<file path="config.mk">
export PLATFORM = sky130hd
export DESIGN_NAME = prepare_ctrl_flat
export DESIGN_NICKNAME = d
export VERILOG_FILES = /design/src/rtl/prepare_ctrl_if.sv /design/src/rtl/prepare_ctrl.sv /design/src/flat_wrapper.sv
export SDC_FILE = /design/constraint.sdc
export NUM_CORES = 1
export LEC_CHECK = 0
export ABC_AREA = 1
export CAP_MARGIN = 40
export CELL_PAD_IN_SITES_DETAIL_PLACEMENT = 0
export CELL_PAD_IN_SITES_GLOBAL_PLACEMENT = 1
export CORE_MARGIN = 2
export CORE_UTILIZATION = 29
export DETAILED_ROUTE_END_ITERATION = 7
export PLACE_DENSITY = 0.77
export SETUP_SLACK_MARGIN = 0.4
export SLEW_MARGIN = 20
export SYNTH_ARGS = -nofsm -noshare
export SYNTH_HDL_FRONTEND = slang
export SYNTH_SLANG_ARGS = --single-unit
</file>
<file path="constraint.sdc">
create_clock -name clk -period 1.6 [get_ports clk]
set_input_delay 0.16 -clock clk [delete_from_list [all_inputs] [get_ports clk]]
set_output_delay 0.16 -clock clk [all_outputs]
set_load 0.05 [all_outputs]
</file>
<file path="src/rtl/prepare_ctrl_if.sv">
// ============================================================================
// Module      : prepare_ctrl_if
// Description : Handshake and strobe bundle between prepare_ctrl and its
//               surrounding manage / state / log / UDP blocks.
// Revision    : 1.0 - initial release
// ============================================================================
`default_nettype none

interface prepare_ctrl_if;
   logic manage_prep_req_val;
   logic manage_prep_req_last;
   logic prep_manage_req_rdy;
   logic ctrl_datap_store_info;
   logic prep_vr_state_rd_req_val;
   logic vr_state_prep_rd_req_rdy;
   logic vr_state_prep_rd_resp_val;
   logic prep_vr_state_rd_resp_rdy;
   logic prep_log_hdr_mem_rd_req_val;
   logic clean_ctrl_datap_store_hdr;
   logic datap_ctrl_prep_ok;
   logic datap_ctrl_log_has_space;
   logic prep_log_data_mem_wr_val;
   logic log_ctrl_datap_incr_wr_addr;
   logic prep_log_hdr_mem_wr_val;
   logic prep_vr_state_wr_req_val;
   logic vr_state_prep_wr_req_rdy;
   logic prep_to_udp_meta_val;
   logic udp_prep_meta_rdy;
   logic prep_to_udp_data_val;
   logic udp_prep_data_rdy;

   modport master (
      input  manage_prep_req_val, manage_prep_req_last,
      output prep_manage_req_rdy, ctrl_datap_store_info,
      output prep_vr_state_rd_req_val,
      input  vr_state_prep_rd_req_rdy, vr_state_prep_rd_resp_val,
      output prep_vr_state_rd_resp_rdy,
      output prep_log_hdr_mem_rd_req_val, clean_ctrl_datap_store_hdr,
      input  datap_ctrl_prep_ok, datap_ctrl_log_has_space,
      output prep_log_data_mem_wr_val, log_ctrl_datap_incr_wr_addr,
      output prep_log_hdr_mem_wr_val, prep_vr_state_wr_req_val,
      input  vr_state_prep_wr_req_rdy,
      output prep_to_udp_meta_val,
      input  udp_prep_meta_rdy,
      output prep_to_udp_data_val,
      input  udp_prep_data_rdy
   );

   modport slave (
      output manage_prep_req_val, manage_prep_req_last,
      input  prep_manage_req_rdy, ctrl_datap_store_info,
      input  prep_vr_state_rd_req_val,
      output vr_state_prep_rd_req_rdy, vr_state_prep_rd_resp_val,
      input  prep_vr_state_rd_resp_rdy,
      input  prep_log_hdr_mem_rd_req_val, clean_ctrl_datap_store_hdr,
      output datap_ctrl_prep_ok, datap_ctrl_log_has_space,
      input  prep_log_data_mem_wr_val, log_ctrl_datap_incr_wr_addr,
      input  prep_log_hdr_mem_wr_val, prep_vr_state_wr_req_val,
      output vr_state_prep_wr_req_rdy,
      input  prep_to_udp_meta_val,
      output udp_prep_meta_rdy,
      input  prep_to_udp_data_val,
      output udp_prep_data_rdy
   );
endinterface

`default_nettype wire

</file>
<file path="src/rtl/prepare_ctrl.sv">
// ============================================================================
// Module      : prepare_ctrl
// Description : Control FSM sequencing the VR Prepare datapath, one message
//               at a time. Optional PREP_CTRL_STATS_EN adds ok/drop counters.
// Revision    : 1.0 - initial release
// ============================================================================
`default_nettype none

module prepare_ctrl #(
   parameter int NOC_DATA_W = 512
) (
   input  logic        clk,
   input  logic        rst,
   prepare_ctrl_if.master bus
`ifdef PREP_CTRL_STATS_EN
   ,
   output logic [31:0] prep_ok_cnt,
   output logic [31:0] prep_drop_cnt
`endif
);

   if (NOC_DATA_W <= 0 || (NOC_DATA_W % 8) != 0) begin : g_bad_width
      $error("prepare_ctrl: NOC_DATA_W must be a positive multiple of 8");
   end

   typedef enum logic [3:0] {
      ST_IDLE       = 4'd0,
      ST_RD_STATE   = 4'd1,
      ST_STATE_RESP = 4'd2,
      ST_HDR_RD     = 4'd3,
      ST_HDR_STORE  = 4'd4,
      ST_CHECK      = 4'd5,
      ST_WR_DATA    = 4'd6,
      ST_COMMIT     = 4'd7,
      ST_SEND_META  = 4'd8,
      ST_SEND_DATA  = 4'd9,
      ST_DRAIN      = 4'd10
   } state_t;

   state_t r_state;
   state_t w_next;
   logic   r_hdr_last;
   logic   r_out_en;
   logic   w_hdr_fire;
   logic   w_accept;

   // Ready stays low through reset and for the first cycle after release.
   assign w_hdr_fire = (r_state == ST_IDLE) & r_out_en & bus.manage_prep_req_val;
   assign w_accept   = bus.datap_ctrl_prep_ok & bus.datap_ctrl_log_has_space;

   always_ff @(posedge clk or posedge rst) begin
      if (rst) begin
         r_state    <= ST_IDLE;
         r_hdr_last <= 1'b0;
         r_out_en   <= 1'b0;
      end else begin
         r_state  <= w_next;
         r_out_en <= 1'b1;
         if (w_hdr_fire) begin
            r_hdr_last <= bus.manage_prep_req_last;
         end
      end
   end

   always_comb begin
      w_next                          = r_state;
      bus.prep_manage_req_rdy         = 1'b0;
      bus.ctrl_datap_store_info       = 1'b0;
      bus.prep_vr_state_rd_req_val    = 1'b0;
      bus.prep_vr_state_rd_resp_rdy   = 1'b0;
      bus.prep_log_hdr_mem_rd_req_val = 1'b0;
      bus.clean_ctrl_datap_store_hdr  = 1'b0;
      bus.prep_log_data_mem_wr_val    = 1'b0;
      bus.log_ctrl_datap_incr_wr_addr = 1'b0;
      bus.prep_log_hdr_mem_wr_val     = 1'b0;
      bus.prep_vr_state_wr_req_val    = 1'b0;
      bus.prep_to_udp_meta_val        = 1'b0;
      bus.prep_to_udp_data_val        = 1'b0;
      case (r_state)
         ST_IDLE: begin
            bus.prep_manage_req_rdy = r_out_en;
            if (w_hdr_fire) begin
               bus.ctrl_datap_store_info = 1'b1;
               w_next                    = ST_RD_STATE;
            end
         end
         ST_RD_STATE: begin
            bus.prep_vr_state_rd_req_val = 1'b1;
            if (bus.vr_state_prep_rd_req_rdy) w_next = ST_STATE_RESP;
         end
         // Response stays un-acked so its data remains stable for the datapath.
         ST_STATE_RESP: begin
            if (bus.vr_state_prep_rd_resp_val) w_next = ST_HDR_RD;
         end
         ST_HDR_RD: begin
            bus.prep_log_hdr_mem_rd_req_val = 1'b1;
            w_next                          = ST_HDR_STORE;
         end
         ST_HDR_STORE: begin
            bus.clean_ctrl_datap_store_hdr = 1'b1;
            w_next                         = ST_CHECK;
         end
         ST_CHECK: begin
            if (w_accept) begin
               w_next = r_hdr_last ? ST_COMMIT : ST_WR_DATA;
            end else if (r_hdr_last) begin
               bus.prep_vr_state_rd_resp_rdy = 1'b1;
               w_next                        = ST_IDLE;
            end else begin
               w_next = ST_DRAIN;
            end
         end
         ST_WR_DATA: begin
            bus.prep_manage_req_rdy = 1'b1;
            if (bus.manage_prep_req_val) begin
               bus.prep_log_data_mem_wr_val    = 1'b1;
               bus.log_ctrl_datap_incr_wr_addr = 1'b1;
               if (bus.manage_prep_req_last) w_next = ST_COMMIT;
            end
         end
         ST_COMMIT: begin
            bus.prep_vr_state_wr_req_val = 1'b1;
            if (bus.vr_state_prep_wr_req_rdy) begin
               bus.prep_log_hdr_mem_wr_val   = 1'b1;
               bus.prep_vr_state_rd_resp_rdy = 1'b1;
               w_next                        = ST_SEND_META;
            end
         end
         ST_SEND_META: begin
            bus.prep_to_udp_meta_val = 1'b1;
            if (bus.udp_prep_meta_rdy) w_next = ST_SEND_DATA;
         end
         ST_SEND_DATA: begin
            bus.prep_to_udp_data_val = 1'b1;
            if (bus.udp_prep_data_rdy) w_next = ST_IDLE;
         end
         ST_DRAIN: begin
            bus.prep_manage_req_rdy = 1'b1;
            if (bus.manage_prep_req_val && bus.manage_prep_req_last) begin
               bus.prep_vr_state_rd_resp_rdy = 1'b1;
               w_next                        = ST_IDLE;
            end
         end
         default: w_next = ST_IDLE;
      endcase
   end

`ifdef PREP_CTRL_STATS_EN
   logic        w_ok_fire;
   logic        w_drop;
   logic [31:0] r_ok_cnt;
   logic [31:0] r_drop_cnt;

   assign w_ok_fire = (r_state == ST_SEND_DATA) & bus.udp_prep_data_rdy;
   assign w_drop    = (r_state == ST_CHECK) & ~w_accept;

   always_ff @(posedge clk or posedge rst) begin
      if (rst) begin
         r_ok_cnt   <= 32'd0;
         r_drop_cnt <= 32'd0;
      end else begin
         if (w_ok_fire) r_ok_cnt <= r_ok_cnt + 32'd1;
         if (w_drop) r_drop_cnt <= r_drop_cnt + 32'd1;
      end
   end

   assign prep_ok_cnt   = r_ok_cnt;
   assign prep_drop_cnt = r_drop_cnt;
`endif

endmodule

`default_nettype wire

</file>
<file path="src/flat_wrapper.sv">
// flat-port wrapper written by rule: the top's interface ports become plain ports
module prepare_ctrl_flat 
#(
   parameter int NOC_DATA_W = 512
)
  (clk, rst, bus_manage_prep_req_val, bus_manage_prep_req_last, bus_prep_manage_req_rdy, bus_ctrl_datap_store_info, bus_prep_vr_state_rd_req_val, bus_vr_state_prep_rd_req_rdy, bus_vr_state_prep_rd_resp_val, bus_prep_vr_state_rd_resp_rdy, bus_prep_log_hdr_mem_rd_req_val, bus_clean_ctrl_datap_store_hdr, bus_datap_ctrl_prep_ok, bus_datap_ctrl_log_has_space, bus_prep_log_data_mem_wr_val, bus_log_ctrl_datap_incr_wr_addr, bus_prep_log_hdr_mem_wr_val, bus_prep_vr_state_wr_req_val, bus_vr_state_prep_wr_req_rdy, bus_prep_to_udp_meta_val, bus_udp_prep_meta_rdy, bus_prep_to_udp_data_val, bus_udp_prep_data_rdy);
  prepare_ctrl_if bus_i ();
  input  logic clk;
  input  logic rst;
  input wire logic [$bits(bus_i.manage_prep_req_val)-1:0] bus_manage_prep_req_val;
  input wire logic [$bits(bus_i.manage_prep_req_last)-1:0] bus_manage_prep_req_last;
  output wire logic [$bits(bus_i.prep_manage_req_rdy)-1:0] bus_prep_manage_req_rdy;
  output wire logic [$bits(bus_i.ctrl_datap_store_info)-1:0] bus_ctrl_datap_store_info;
  output wire logic [$bits(bus_i.prep_vr_state_rd_req_val)-1:0] bus_prep_vr_state_rd_req_val;
  input wire logic [$bits(bus_i.vr_state_prep_rd_req_rdy)-1:0] bus_vr_state_prep_rd_req_rdy;
  input wire logic [$bits(bus_i.vr_state_prep_rd_resp_val)-1:0] bus_vr_state_prep_rd_resp_val;
  output wire logic [$bits(bus_i.prep_vr_state_rd_resp_rdy)-1:0] bus_prep_vr_state_rd_resp_rdy;
  output wire logic [$bits(bus_i.prep_log_hdr_mem_rd_req_val)-1:0] bus_prep_log_hdr_mem_rd_req_val;
  output wire logic [$bits(bus_i.clean_ctrl_datap_store_hdr)-1:0] bus_clean_ctrl_datap_store_hdr;
  input wire logic [$bits(bus_i.datap_ctrl_prep_ok)-1:0] bus_datap_ctrl_prep_ok;
  input wire logic [$bits(bus_i.datap_ctrl_log_has_space)-1:0] bus_datap_ctrl_log_has_space;
  output wire logic [$bits(bus_i.prep_log_data_mem_wr_val)-1:0] bus_prep_log_data_mem_wr_val;
  output wire logic [$bits(bus_i.log_ctrl_datap_incr_wr_addr)-1:0] bus_log_ctrl_datap_incr_wr_addr;
  output wire logic [$bits(bus_i.prep_log_hdr_mem_wr_val)-1:0] bus_prep_log_hdr_mem_wr_val;
  output wire logic [$bits(bus_i.prep_vr_state_wr_req_val)-1:0] bus_prep_vr_state_wr_req_val;
  input wire logic [$bits(bus_i.vr_state_prep_wr_req_rdy)-1:0] bus_vr_state_prep_wr_req_rdy;
  output wire logic [$bits(bus_i.prep_to_udp_meta_val)-1:0] bus_prep_to_udp_meta_val;
  input wire logic [$bits(bus_i.udp_prep_meta_rdy)-1:0] bus_udp_prep_meta_rdy;
  output wire logic [$bits(bus_i.prep_to_udp_data_val)-1:0] bus_prep_to_udp_data_val;
  input wire logic [$bits(bus_i.udp_prep_data_rdy)-1:0] bus_udp_prep_data_rdy;
  assign bus_i.manage_prep_req_val = bus_manage_prep_req_val;
  assign bus_i.manage_prep_req_last = bus_manage_prep_req_last;
  assign bus_prep_manage_req_rdy = bus_i.prep_manage_req_rdy;
  assign bus_ctrl_datap_store_info = bus_i.ctrl_datap_store_info;
  assign bus_prep_vr_state_rd_req_val = bus_i.prep_vr_state_rd_req_val;
  assign bus_i.vr_state_prep_rd_req_rdy = bus_vr_state_prep_rd_req_rdy;
  assign bus_i.vr_state_prep_rd_resp_val = bus_vr_state_prep_rd_resp_val;
  assign bus_prep_vr_state_rd_resp_rdy = bus_i.prep_vr_state_rd_resp_rdy;
  assign bus_prep_log_hdr_mem_rd_req_val = bus_i.prep_log_hdr_mem_rd_req_val;
  assign bus_clean_ctrl_datap_store_hdr = bus_i.clean_ctrl_datap_store_hdr;
  assign bus_i.datap_ctrl_prep_ok = bus_datap_ctrl_prep_ok;
  assign bus_i.datap_ctrl_log_has_space = bus_datap_ctrl_log_has_space;
  assign bus_prep_log_data_mem_wr_val = bus_i.prep_log_data_mem_wr_val;
  assign bus_log_ctrl_datap_incr_wr_addr = bus_i.log_ctrl_datap_incr_wr_addr;
  assign bus_prep_log_hdr_mem_wr_val = bus_i.prep_log_hdr_mem_wr_val;
  assign bus_prep_vr_state_wr_req_val = bus_i.prep_vr_state_wr_req_val;
  assign bus_i.vr_state_prep_wr_req_rdy = bus_vr_state_prep_wr_req_rdy;
  assign bus_prep_to_udp_meta_val = bus_i.prep_to_udp_meta_val;
  assign bus_i.udp_prep_meta_rdy = bus_udp_prep_meta_rdy;
  assign bus_prep_to_udp_data_val = bus_i.prep_to_udp_data_val;
  assign bus_i.udp_prep_data_rdy = bus_udp_prep_data_rdy;
  prepare_ctrl #(.NOC_DATA_W(NOC_DATA_W)) u_core (.clk(clk), .rst(rst), .bus(bus_i));
endmodule
</file>
==> impl_results.md, run 1 <==
* Critical Path RT at around 1.4 ns
* Vias in the first global route at 796
* Die Y at 50.73 um
* Critical Path Start Type: register
* Final antenna-violating net count at 0
* Post-synth net total at 113
* Synthesis Warnings at 0
* Synth Area per Inst at 6.207 um^2
* Count leader, synth: nand2_1
* Antenna cells at 0
* Hold Fails Final Rpt at 0
* CP peak stage delay at ~0.46 ns
* Finished Core Util at 71.25%
* Clock period minus worst slack at 1.578 ns
* Most area-consuming cells after synthesis: dfrtp_1, nand2_1, inv_1, nor2_2, nand3_1
* Layout cells sized above 1 at about three fifths
* Crit path max-delay family: flip-flops
* First-pass GRT wire length at approximately 3400 um
* LEAKAGE at 0.7040 nW
* WP data arrival at 1.42 ns
* Antenna violations before repair at 0
* # setup viols final at 0
* Clock Pin Slew Worst Setup and Hold Paths at 0.04 ns
* Switching share of power at 51.10%
* IO Port Bufs at 22
* Clk_lat worst skew at 0.24 ns
* DIE AREA at 2573 um^2
* Layout area overhead at 125.3%
* Post-Syn Area at 633.1 um^2
* CP cell instances: inv_4, nand2_4, nor2_4, inv_2, o221ai_4, buf_12
* Total gr overflow at 0
* Critical path's slowest cell: dfrtp_2
* Vias per cell at 4.881
* I/O Pins at 23
* Worst setup path class: reg2out
* DRT Pass-1 Iters at 4
* Status: finished, final reports clean
* CTS tree: yes
* Ys flop type: dfrtp_1
* CTS sink count at 6
* Synth Register Bits at 6
* Die Wd at 50.73 um
* Reg-to-reg setup timing slack at ~0.11 ns
* Initial drt markers at 11
* Sequential share of the synthesized area at 23.72%
* Fin Hold WS at about 0.14 ns
* Period utilization at 98.62%
* Mapped Cells at 102
* Worst path bufs/invs at 3
* All-Layer GR Usage at between 15 and 20%
* Synth cell types at 23
* Max Cap Viol at 0
* Max-slew violations at 0
* Num CTS Buffers at 3
* P_sw at 1.323 mW
* Final WL at ~2500 um
* Area leader, netlist: dfrtp_1
* Max Freq at 633.7 MHz
* Top cells by count, synth: nand2_1, inv_1, nor2_1, nand3_1, nor2_2
* Setup Skew at 0.001688 ns
* Number of flops mapped to enable cells by yosys at 0
* Clock buffer depth at 2
* Int Pwr at 1.266 mW
* Final GP Congestion at 0.7852
* Htree depth at 1
* Post-DP HPWL at 1680 um
* PwrDens at 1815 nW/um^2
* Clk pwr share at about 5.1%
* Hold Path Class: in2async
* Sequential Power Share at 14.4%
* Largest net degree at the start of global routing at 8
* Ys async rst share at 100.0%
* Yosys top cell area share at approximately a quarter
* FP Rows at 16
* Fin nets at 162
* Worst Setup End Kind: primary output
* Remaining DRCs at 0
* Starting Density at between 30% and 40%
* Cts hold-fix bufs at 0
* Routed len/inst at 14.26 um
* Root Buffer: clkbuf_4
* Crit-path max FO at 5
* Unrepaired setup endpoints after global routing: yes
* DR vias at roughly 860
* Logic pwr share at 80.6%
* Core area at 2002 um^2
* Worst vdd ir at approximately 1400 uV
path summary, 6_finish.rpt:
kind                                          start                             to  cells past startpoint
setup / recovery                  u_core.r_state[3]  bus_prep_vr_state_rd_resp_rdy                      6
hold / removal                                  rst              u_core.r_hdr_last                      2
setup reg to reg                  u_core.r_state[0]              u_core.r_state[3]                      9
hold reg to reg                   u_core.r_state[3]              u_core.r_state[3]                      2
max in group asynchronous                       rst              u_core.r_state[3]                      2
min in group clk           bus_manage_prep_req_last              u_core.r_hdr_last                      3
area by class of cell:
cell class                      count  area (um^2)
Sequential cell                     6        155.1
Timing Repair Buffer               46        546.8
Inverter                           21        96.34
Multi-Input combinational cell     73        571.8
Tap cell                           27        33.78
Clock buffer                        3        22.52
Fill cell                         137        575.6
layer usage:
layer	share of wire [%]	vias to the layer above	global-route usage, %
met2	56	25	32.02
met5	0	-	0
met3	3.0	6	3.274
met4	2.9	0	9.910
li1	-	411	-
met1	38	417	18.91
power groups by stage:
stage	clock, mW	sequential [mW]	combinational [mW]
after floorplan	0	0.289	1.03
after global placement	0	0.334	1.47
after detailed placement	0	0.341	1.48
after CTS	0.141	0.335	1.79
after global routing	0.146	0.381	2.20
final	0.131	0.371	2.09
sequential cells by signal, summed over array words and instances, names as in the netlist:
| register | count |
|---|---|
| u_core.r_state | 4 |
| u_core.r_hdr_last | 1 |
| u_core.r_out_en | 1 |
cells in the final DEF, fill, tap and decap left out, types with 2 or more instances in the layout:
master,count
buf_4,17
clkbuf_4,3
nand2_2,6
nand3_2,3
nand3b_1,2
nand2_4,8
inv_1,11
nand4_1,3
inv_2,4
dfrtp_2,4
clkdlybuf4s50_1,10
nand2_1,17
nor2_4,14
nor2_1,3
a21oi_1,2
buf_6,7
nand3_1,6
dfrtp_1,2
buf_12,12
inv_4,5
stage by stage:
step	cells	instance area, um^2	TNS (ns)	total power [mW]	worst slack (ns)
6_report	176	1426	0	2.588	0.02208
5_1_grt	176	1426	-0.08131	2.722	-0.02479
3_3_place_gp	152	1100	0	1.802	0.09872
4_1_cts	170	1296	0	2.263	0.04783
2_1_floorplan	102	729.5	0	1.323	0.01853
3_5_place_dp	152	1100	0	1.822	0.09306
cells by family (layout without fill, tap and decap cells):
kind of cell / Yosys count / in the layout / synth area share (%)
compound gates: 6 / 6 / 7.114
buf+inv: 23 / 70 / 16.01
simple gates: 66 / 66 / 52.57
other cells: 1 / 1 / 0.5923
flops: 6 / 6 / 23.71
repair_timing:
action                                  in CTS  in global routing
resized for setup                           16                 28
endpoints found under the setup margin      17                 17
gates cloned                                 0                  0
setup buffers                               15                  6
pin swaps                                   13                 15
No activity file was read; power rests on OpenSTA's default activity.
==> run 2: changes to the inputs <==
--- a/config.mk
+++ b/config.mk
@@ -10,10 +10,11 @@
 export CELL_PAD_IN_SITES_DETAIL_PLACEMENT = 0
 export CELL_PAD_IN_SITES_GLOBAL_PLACEMENT = 1
 export CORE_MARGIN = 2
-export CORE_UTILIZATION = 29
+export CORE_UTILIZATION = 26
 export DETAILED_ROUTE_END_ITERATION = 7
-export PLACE_DENSITY = 0.77
-export SETUP_SLACK_MARGIN = 0.4
+export HOLD_SLACK_MARGIN = 0.02
+export PLACE_DENSITY = 0.73
+export SETUP_SLACK_MARGIN = 0.1
 export SLEW_MARGIN = 20
 export SYNTH_ARGS = -nofsm -noshare
 export SYNTH_HDL_FRONTEND = slang
==> constraint.sdc (replaced) <==
create_clock -name clk -period 1.42 [get_ports clk]
set_input_delay 0.142 -clock clk [delete_from_list [all_inputs] [get_ports clk]]
set_output_delay 0.142 -clock clk [all_outputs]
set_load 0.05 [all_outputs]
==> impl_results.md, run 2 (synthesized netlist as in run 1, its figures left out) <==
* Worst setup path start: u_core.r_state[1]
* Register with the most flip-flops: u_core.r_state
* Placed insts at 161 (+5.9%)
* CTS tree: yes
* Largest net degree at the start of global routing at 9 (+1)
* Sequential Power Share at 14.6% (+0.2 points)
* Largest regs: u_core.r_state (4), u_core.r_hdr_last (1), u_core.r_out_en (1)
* Fin Hold WS at 0.1060 ns (-0.03553 ns)
* IO Port Bufs at 22 (unchanged)
* CP endpoint: bus_prep_manage_req_rdy
* Critical Path RT at 1.28 ns (-0.16 ns)
* Max Freq at 614.4 MHz
* Layout area overhead at 113.8%
* Vias in the first global route at 782 (-1.8%)
* Area of the multi-input gates at 513.0 um^2 (-10%)
* Root Buffer: clkbuf_4
* Total gr overflow at 0 (unchanged)
* Final WL at 2115 um (-16%)
* PwrDens at 1953 nW/um^2 (+7.6%)
* Max-slew violations at 0 (unchanged)
* Worst path bufs/invs at 3 (unchanged)
* Crit-path max FO at 5 (unchanged)
* Final GP Congestion at 0.8049 (+2.5%)
* Pwr Total at 2.644 mW (+2.2%)
* Die Wd at 53.35 um (+5.2%)
* Path depth of the worst reg2reg path at 10 (+1)
* Register area at 155.1 um^2 (unchanged)
* Vias per cell at 4.430 (-9.2%)
* Crit. path cell count at 7 (+1)
* Htree depth at 1 (unchanged)
* Num CTS Buffers at 3 (unchanged)
* Routed len/inst at 11.82 um (-17%)
* Post-DP HPWL at 1587 um (-5.6%)
* Post-route insts no fill at 179 (+1.7%)
* Worst Setup End Kind: primary output
* WP data arrival at 1.49 ns (+0.07 ns)
* Cell Area, Placed at 1122 um^2 (+2.0%)
* CP cell instances: inv_4, nor2_4, nand2_2, buf_4, nand2_4, or2_4, buf_8
* Antenna violations before repair at 0 (unchanged)
* Layout cells sized above 1 at 53.64% (-6.8 points)
* I/O Pins at 23 (unchanged)
* FP Rows at 17 (+1)
* Max Cap Viol at 0 (unchanged)
* Hold Fails Final Rpt at 0 (unchanged)
* Setup Skew at 0.003987 ns (+0.002299 ns)
* Setup WS pre-CTS at -0.07751 ns (-0.1706 ns)
* Reg-to-reg setup timing slack at -0.12 ns (-0.23 ns)
* Fin nets at 163 (+0.62%)
* Finished Core Util at 60.04% (-11 points)
* Unrepaired setup endpoints after global routing: yes
* DRT Pass-1 Iters at 2 (-2)
* Largest register FFs at 4 (unchanged)
* Status: complete, but fails checks
* Clk_lat worst skew at 0.24 ns (about the same)
* Clk pwr share at 6.4% (+1.3 points)
* Starting Density at 28.08% (-3.5 points)
* DIE AREA at 2846 um^2 (+11%)
* Critical path's slowest cell: dfrtp_2
* Cell area after layout at 1354 um^2 (-5.1%)
* Clock Pin Slew Worst Setup and Hold Paths at 0.05 ns (about the same)
* Fillers at 217 (+58%)
* Int Pwr at 1.322 mW (+4.5%)
* R2R Path Start: u_core.r_state[1]
* Initial drt markers at 2 (-9)
* Commonest cells after routing, fill and taps aside: nand2_1, buf_4, inv_1, nor2_4, buf_12
* Core area at 2255 um^2 (+13%)
* Period utilization at 114.6%
* Worst setup path class: reg2out
* CP peak stage delay at 0.47 ns (about the same)
* Hold Path Class: in2async
* Antenna cells at 0 (unchanged)
* Logic pwr share at 79.0% (-1.6 points)
* First-pass GRT wire length at 3312 um (-1.4%)
* Critical Path Start Type: register
* All-Layer GR Usage at 16.04% (-1.6 points)
* Clock buffer depth at 2 (unchanged)
* Switching share of power at 49.98% (-1.1 points)
* Failing checks: setup timing
* Final WS setup at -0.2075 ns (-0.2296 ns)
* Remaining DRCs at 0 (unchanged)
* Final antenna-violating net count at 0 (unchanged)
* Die Y at 53.35 um (+5.2%)
* DR vias at 793 (-7.7%)
* # setup viols final at 13 (+13)
* Setup TNS at -1.535 ns (-1.535 ns)
* CTS sink count at 6 (unchanged)
* Worst vdd ir at 1522 uV (+8.3%)
* Commonest non-fill, non-tap cell in the layout: nand2_1
* LEAKAGE at 0.6684 nW (-5.1%)
* Clock period minus worst slack at 1.627 ns
* R2R Path End: u_core.r_state[1]
* P_sw at 1.322 mW (about the same)
* Crit path max-delay family: flip-flops
run 2: worst min path at each step:
stage | depth (start not counted) | slack (ns) | startpoint | end
6_report | 2 | 0.11 | rst | u_core.r_hdr_last
5_1_grt | 2 | 0.12 | rst | u_core.r_hdr_last
4_1_cts | 2 | 0.11 | rst | u_core.r_hdr_last
3_5_place_dp | 2 | 0.37 | rst | u_core.r_out_en
3_3_place_gp | 2 | 0.37 | rst | u_core.r_out_en
2_1_floorplan | 1 | -0.07 | rst | u_core.r_hdr_last
run 2: worst register-to-register path, delay by kind of cell, from the launching register on:
family                 cells  cell delay [ns]
AND/OR/NAND/NOR            6             0.40
flip-flops                 1             0.47
AO/OA/AOI/OAI              1             0.20
buffers and inverters      3             0.35
run 2: timing repair:
| item | 4_1_cts | 5_1_grt |
|---|---|---|
| hold buffers | 0 | 0 |
| resized for setup | 21 | 9 |
| buffers inserted | 7 | 7 |
| pin swaps | 8 | 10 |
| endpoints found under the setup margin | 17 | 17 |
| cloned | 0 | 0 |
run 2: power groups by stage:
stage	clock, mW	combinational, mW	sequential, mW
floorplan	0	1.12	0.314
global placement	0	1.63	0.352
detailed placement	0	1.64	0.356
CTS	0.176	1.91	0.368
global route	0.190	2.24	0.395
finish	0.170	2.09	0.386
run 2: layer usage:
metal / track usage, % / part of all wire [%] / vias up
li1: - / - / 409
met1: 18.77 / 43 / 364
met2: 29.63 / 53 / 18
met3: 1.412 / 3.3 / 2
met4: 5.983 / 0.66 / 0
met5: 0 / 0 / -
run 2: final cells by class:
cell class	instances	area share, %
Inverter	21	6.377
Timing Repair Buffer	47	39.74
Tap cell	28	2.588
Clock buffer	4	1.941
Multi-Input combinational cell	73	37.89
Sequential cell	6	11.46
